==> src/rtl/ring_johnson_counter.sv <==
// Parametrised ring / Johnson shift-register counter with direction, load,
// illegal-state self-correction, registered phase index and wrap/error pulses.
module ring_johnson_counter #(
    parameter  int WIDTH = 4,
    localparam int PW    = $clog2(2*WIDTH)
) (
    input  logic             Clock,
    input  logic             Reset_n,
    input  logic             Enable,
    input  logic             Mode,
    input  logic             Dir,
    input  logic             Load,
    input  logic [WIDTH-1:0] Load_value,
    output logic [WIDTH-1:0] Count_out,
    output logic [PW-1:0]    Phase,
    output logic             Wrap,
    output logic             Error
);

    localparam logic [WIDTH-1:0] RING_SEED = {{(WIDTH-1){1'b0}}, 1'b1};
    localparam logic [WIDTH-1:0] JOHN_SEED = '0;

    logic             mode_q;
    logic [WIDTH-1:0] count_d;
    logic             wrap_d;
    logic             error_d;

    function automatic int popcount(input logic [WIDTH-1:0] c);
        int n = 0;
        for (int i = 0; i < WIDTH; i++) n += int'(c[i]);
        return n;
    endfunction

    // Johnson legality counts transitions along the word, not around it.
    function automatic logic is_legal(input logic mode, input logic [WIDTH-1:0] c);
        int t = 0;
        if (!mode) return (popcount(c) == 1);
        for (int i = 0; i < WIDTH-1; i++) if (c[i] != c[i+1]) t++;
        return (t <= 1);
    endfunction

    function automatic logic [WIDTH-1:0] seed_of(input logic mode);
        return mode ? JOHN_SEED : RING_SEED;
    endfunction

    function automatic logic [WIDTH-1:0] step(input logic mode, input logic dir,
                                              input logic [WIDTH-1:0] c);
        logic fb;
        fb = dir ? c[0] : c[WIDTH-1];
        if (mode) fb = ~fb;
        return dir ? {fb, c[WIDTH-1:1]} : {c[WIDTH-2:0], fb};
    endfunction

    function automatic logic [PW-1:0] phase_of(input logic mode, input logic [WIDTH-1:0] c);
        int p  = 0;
        int pc = popcount(c);
        if (!mode) begin
            for (int i = 0; i < WIDTH; i++) if (c[i]) p = i;
        end else if (c[0]) begin
            p = pc;
        end else if (pc != 0) begin
            p = 2*WIDTH - pc;
        end
        return p[PW-1:0];
    endfunction

    always_comb begin
        count_d = Count_out;
        wrap_d  = 1'b0;
        error_d = 1'b0;
        if (Mode != mode_q) begin
            count_d = seed_of(Mode);
        end else if (Load) begin
            if (is_legal(Mode, Load_value)) begin
                count_d = Load_value;
            end else begin
                count_d = seed_of(Mode);
                error_d = 1'b1;
            end
        end else if (Enable) begin
            if (!is_legal(Mode, Count_out)) begin
                count_d = seed_of(Mode);
                error_d = 1'b1;
            end else begin
                count_d = step(Mode, Dir, Count_out);
                wrap_d  = (count_d == seed_of(Mode));
            end
        end
    end

    // Phase tracks count_d so it always describes the Count_out beside it.
    always_ff @(posedge Clock) begin
        if (!Reset_n) begin
            Count_out <= RING_SEED;
            Phase     <= '0;
            Wrap      <= 1'b0;
            Error     <= 1'b0;
            mode_q    <= 1'b0;
        end else begin
            Count_out <= count_d;
            Phase     <= phase_of(Mode, count_d);
            Wrap      <= wrap_d;
            Error     <= error_d;
            mode_q    <= Mode;
        end
    end

endmodule
==> config.mk <==
export PLATFORM = sky130hd
export DESIGN_NAME = ring_johnson_counter
export DESIGN_NICKNAME = d
export VERILOG_FILES = /design/src/rtl/ring_johnson_counter.sv
export SDC_FILE = /design/constraint.sdc
export NUM_CORES = 1
export LEC_CHECK = 0
export CAP_MARGIN = 20
export CELL_PAD_IN_SITES_DETAIL_PLACEMENT = 0
export CELL_PAD_IN_SITES_GLOBAL_PLACEMENT = 1
export CORE_ASPECT_RATIO = 2
export CORE_MARGIN = 2
export CORE_UTILIZATION = 39
export CTS_CLUSTER_DIAMETER = 50
export CTS_CLUSTER_SIZE = 28
export DETAILED_ROUTE_END_ITERATION = 10
export GPL_TIMING_DRIVEN = 0
export PLACE_DENSITY = 0.81
export SETUP_SLACK_MARGIN = 0.05
export SLEW_MARGIN = 5
export SYNTH_ARGS = -nofsm -noshare
export SYNTH_HDL_FRONTEND = slang
export SYNTH_SLANG_ARGS = --single-unit
==> constraint.sdc <==
create_clock -name Clock -period 6.2 [get_ports Clock]
set_input_delay 1.55 -clock Clock [delete_from_list [all_inputs] [get_ports Clock]]
set_output_delay 1.55 -clock Clock [all_outputs]
set_load 0.03 [all_outputs]
# --- Word level (Yosys, flattened, before mapping) ---
# Cells that the tools add are included.
# Widths: inputs -> output; s select.
op_classes:
  mux: 65
  order_cmp: 2
  reduce_logical: 3
  n_eq_ne: 10
  add_sub_neg: 14
  bitwise: 4
op_table:
  columns: ["cell", "n"]
  rows:
  - ["$mux 32", 25]
  - ["$add 32x2->32 const B", 4]
  - ["$le 32x2->1 const B", 2]
  - ["$reduce_bool 32->1", 1]
  - ["$mux 1", 29]
  - ["$mux 4", 6]
  - ["$mux 3", 5]
  - ["$add 3x1->4", 3]
  - ["$add 2x1->3", 3]
  - ["$eq 4x1->1 const B", 2]
  - ["$ne 1x1->1", 7]
  - ["$add 1x1->2", 3]
  - ["$reduce_or 5->1", 1]
  - ["$eq 4x1->1", 1]
  - ["$not 1->1", 4]
  - ["$sub 1x3->3 const A", 1]
  - ["$reduce_or 2->1", 1]
totals:
  out_inout_bits: 9
  input_bits: 10
  ff_bits: 10
  elab_cells: 103

# --- Longest topological paths before layout ---
depth:
  word_depth: 41
  depth_mapped: 20
  depth_no_buf: 20

# --- Worst setup path before layout ---
# No wires, ideal clock.
synth_path:
  kind: "input -> register"
  startpoint: "input port Load_value[0]"
  endpoint: "register Phase[0]"
  path_stages: 19
  n_path_buf: 0
  slack_ps: 882
  arrival_ps: 5222
  t_required_ps: 6105
  setup_time_ps: 95
  cell_sequence: "inv_1 fa_1 inv_1 ha_1 ha_1 nor2_1 a21oi_1 o41ai_1 nand3_1 fa_1 inv_1 ha_1 ha_1 inv_1 ha_1 ha_1 a211oi_1 o311ai_0 o311ai_1"
synth_between:
  elab_chain_len: 29
  elab_cells_between_ends: 38
  cone_classes: "add/sub (9); order compare (1); eq/ne (2); mux (25); reduce/logical (1)"
synth_rtl:
  columns: ["element", "line", "source"]
  rows:
  - ["from (decl)", "13", "input logic [WIDTH-1:0] Load_value,"]
  - ["$ne 1x1->1", "38", "for (int i = 0; i < WIDTH-1; i++) if (c[i] != c[i+1]) t++;"]
  - ["$mux 1", "38", null]
  - ["$mux 32", "38", null]
  - ["$mux 32", "73", "end else if (Load) begin"]
  - ["$mux 32", "71", "if (Mode != mode_q) begin"]
  - ["$add 32x2->32", "38", null]
  - ["$mux 32 (2 in a row)", "38", null]
  - ["$mux 32", "73", null]
  - ["[12 not listed]", null, null]
  - ["$mux 4 (*)", "71", null]
  - ["$add 1x1->2", "30", "for (int i = 0; i < WIDTH; i++) n += int'(c[i]);"]
  - ["$add 2x1->3", "30", null]
  - ["$add 3x1->4", "30", null]
  - ["$sub 1x3->3 / $reduce_bool 32->1 (equally long branches)", "62, 61", null]
  - ["$mux 3", "61", "end else if (pc != 0) begin"]
  - ["$mux 3", "59", "end else if (c[0]) begin"]
  - ["$mux 3 (*)", "57", "if (!mode) begin"]
  - ["to (signal assigned)", "101", "Phase <= phase_of(Mode, count_d);"]
  - ["to (decl)", "15", "output logic [PW-1:0] Phase,"]
# Every way passes the cells marked *; elsewhere a longest branch is shown, timed or not. The select of a mux whose other input is x is not followed.
# A chain may end at the register's enable or synchronous reset.

# --- Worst setup path after layout ---
layout_path:
  startpoint: "input port Load_value[1]"
  endpoint: "register Phase[0]"
# Same word-level chain as after synthesis.

==> results.sh <==
export IMPL_status="finished clean"
export IMPL_avgSynthCellArea_um2=8.110
export IMPL_numCtsBuffers=3
export IMPL_fin_setup_tns_ns=0
export IMPL_post_route_util=0.5023
export IMPL_stdcell_area_mm2=0.001358
export IMPL_p_comb_frac=0.454
export IMPL_cts_reportedPaths_clkPinSlew_ns=0.06
export IMPL_path_max_fanout=5
export IMPL_clock_latency_ns=0.25
export IMPL_synth_area_leaders="dfxtp_1 18%, ha_1 13%, inv_1 7.5%"
export IMPL_ys_ff_latch=10
export IMPL_grt_max_degree=11
export IMPL_p_leak_nw=0.6402
export IMPL_postRouteAntennaNets=0
export IMPL_die_y_um=78.93
export IMPL_dp_cells=179
export IMPL_synthCells=135
export IMPL_worst_setup_path_type="primary input to flop"
export IMPL_firstDrtPassIters=4
export IMPL_crit_path_top_delay_cell="clkdlybuf4s50_1"
export IMPL_power_frac_seq=0.254
export IMPL_yosys_area_top_type="dfxtp_1"
export IMPL_crit_chain="clkdlybuf4s50_1 > inv_1 > fa_1 > inv_1 > ha_1 > ha_1 > nor2_2 > a21oi_2 > o31a_1 > a211o_1 > fa_1 > inv_1 > ha_1 > ha_1 > inv_1 > ha_1 > ha_1 > a211oi_1 > o311ai_1 > o311ai_1"
export IMPL_syn_num_nets=159
export IMPL_gp_congestion=0.8883
export IMPL_irDropWorstVdd_mv=0.1509
export IMPL_vias_per_cell=5.760
export IMPL_die_area_mm2=0.003273
export IMPL_setup_worst_path_end_class="flop"
export IMPL_synth_flop_cell="dfxtp_1"
export IMPL_rsz0062_at_grt="no"
export IMPL_rows=27
export IMPL_nNetsFinal=179
export IMPL_yosysSeqAreaShare=0.1829
export IMPL_antenna_found_initial=0
export IMPL_wl_per_cell_um=15.67
export IMPL_port_buffers=15
export IMPL_htree_levels=1
export IMPL_synth_distinct_cells=48
export IMPL_layout_drive_gt1_share=0.1039
export IMPL_die_w_um=41.47
export IMPL_cts_max_path_buffers=2
export IMPL_synth_edf_count=0
export IMPL_syn_area_mm2=0.001095
export IMPL_hold_violations=0
export IMPL_place_area_mm2=0.001281
export IMPL_pwr_share_clk=0.291
export IMPL_relSlewSlack=0.4553
export IMPL_grt_ovfl_total=0
export IMPL_intPower_uw=183.3
export IMPL_antenna_cells=0
export IMPL_swShare=0.3759
export IMPL_synth_cells_most_frequent="22 x inv_1, 11 x ha_1, 10 x dfxtp_1, 9 x nor2_1, 8 x nand2_1"
export IMPL_min_path_type="flop to flop"
export IMPL_fin_skew_ns=0.01037
export IMPL_cpPeakStageDelay_ns=0.54
export IMPL_initialDrtViolationCount=17
export IMPL_wl_um=2868
export IMPL_start_util=0.4051
export IMPL_max_cap_violations=0
export IMPL_grt_first_pass_wirelength_um=4974
export IMPL_crit_top_cell="ha_1"
export IMPL_grt_usage=0.1955
export IMPL_cp_data_required_time_ns=6.34
export IMPL_core_region_area_mm2=0.002703
export IMPL_path_buf_inv=5
export IMPL_grt_pass1_vias=1118
export IMPL_stdcell_count=183
export IMPL_tightest_slew_ns=0.8151
export IMPL_p_switching_uw=110.4
export IMPL_cts_tree="built"
export IMPL_fin_crit_ns=5.859
export IMPL_path_delay_family="adder cells"
export IMPL_p_per_area_mw_per_mm2=216.4
export IMPL_synth_top_area_frac=0.1829
export IMPL_hold_buffers=0
export IMPL_yosysMostFrequentCell="inv_1"
export IMPL_clock_sinks=10
export IMPL_vias=1054
export IMPL_io_pins=19
export IMPL_syn_to_final_growth_pct=24.00
export IMPL_ys_warn_count=0
export IMPL_synth_async_reset_ratio=0
export IMPL_cts_setup_buffers=0
export IMPL_dp_hpwl_um=2348
export IMPL_drc=0
export IMPL_crit_path_start_kind="primary input"
export IMPL_post_route_period_util=0.9450
export IMPL_worstPathArrival_ns=6.00
export IMPL_slew_violations=0
export IMPL_max_freq_mhz=170.7
export IMPL_cts_root_buf="clkbuf_8"
export IMPL_setup_viol=0
-- worst paths after layout --
path | start | slack, ns | endpoint | cells past startpoint
worst max-delay path | Load_value[1] | 0.34 | Phase[0]$_SDFF_PN0_ | 20
worst min-delay path | mode_q$_SDFF_PN0_ | 0.72 | Error$_SDFF_PP0_ | 3
worst max register to register | Count_out[1]$_SDFF_PN0_ | 1.39 | Phase[0]$_SDFF_PN0_ | 20
worst min register to register | mode_q$_SDFF_PN0_ | 0.72 | Error$_SDFF_PP0_ | 3
-- cell type report --
cell class	instances	area (um2)
inverters	22	82.58
plain buffers	5	31.28
multi-input cells	98	799.5
clock buffers	4	55.05
repair buffers	15	152.6
flip-flops and latches	10	200.2
fillers	296	1345
well taps	29	36.28
-- layout by cell type, fill, tap and decap left out, types with 2 or more instances in the layout --
cell             netlist  final
a21o_1                 2      2
a21o_2                 2      2
a21oi_1                7      6
clkbuf_1               2      2
clkbuf_8               0      4
clkdlybuf4s50_1        0     14
dfxtp_1               10     10
fa_1                   3      3
ha_1                  11     11
inv_1                 22     22
mux2i_1                4      4
nand2_1                8      8
nand2b_1               2      2
nor2_1                 9      8
nor3_1                 6      6
nor4_1                 2      2
o21a_1                 4      4
o21ai_0                4      4
o311ai_1               1      2
o31a_1                 2      2
xnor2_1                3      3
xor2_1                 3      3
-- repair_timing --
| item | 4_1_cts | 5_1_grt |
|---|---|---|
| endpoints found under the setup margin | 1 | 2 |
| gates cloned | 0 | 0 |
| endpoints found under the hold margin | 0 | 0 |
| gates resized for setup | 1 | 5 |
-- state kept, by name (all words and copies together) (netlist names) --
register	count
mode_q	1
Count_out	4
Phase	3
Wrap	1
Error	1
-- kinds of logic after synthesis --
| group | count (synthesis) | synth area share |
|---|---|---|
| AOI/OAI and AO/OA | 39 | 0.2789 |
| and+or+nand+nor | 35 | 0.1691 |
| buffers and inverters | 27 | 0.1040 |
| adders and majority gates | 14 | 0.1806 |
| DFF | 10 | 0.1829 |
| xor gates and xnor gates | 6 | 0.04801 |
| muxes | 4 | 0.03657 |
-- worst register-to-register path, stage by stage, from the launching register on --
cell and delay (ns):
dfxtp_1 0.47, inv_1 0.13, fa_1 0.51, inv_1 0.04
ha_1 0.17, ha_1 0.27, nor3b_1 0.34, o21a_1 0.26
a22oi_4 0.12, o221ai_1 0.28, nand3_2 0.18, fa_1 0.51
inv_1 0.04, ha_1 0.18, ha_1 0.29, inv_1 0.04
ha_1 0.19, ha_1 0.21, a211oi_1 0.23, o311ai_1 0.15
o311ai_1 0.10
-- power groups by stage --
stage,logic (mW),registers (mW),clock network [mW]
after floorplan,0.0826,0.0858,0
after global placement,0.128,0.0757,0
after detailed placement,0.131,0.0760,0
after CTS,0.133,0.0747,0.0870
after global routing,0.151,0.0754,0.0904
final,0.133,0.0747,0.0856
-- metal layers --
layer / part of all wire / vias to the layer above / wire length (um) / track usage
met1: 0.37 / 494 / 1065 / 0.1989
met5: 0 / - / 0 / 0
li1: - / 522 / - / -
met2: 0.56 / 27 / 1616 / 0.3609
met4: 0.042 / 0 / 121 / 0.1355
met3: 0.022 / 11 / 64 / 0.01591
-- through the flow --
step                      hold slack (ns)  setup slack (ns)  total power, mW
after CTS                          0.7109            0.1469           0.2942
after global placement             0.6811           -0.1587           0.2036
after floorplan                    0.6123            0.8825           0.1684
final                              0.7200            0.3409           0.2937
after detailed placement           0.6975           -0.2460           0.2069
after global routing               0.7615           0.08548           0.3169
No activity file was read; power rests on OpenSTA's default activity.
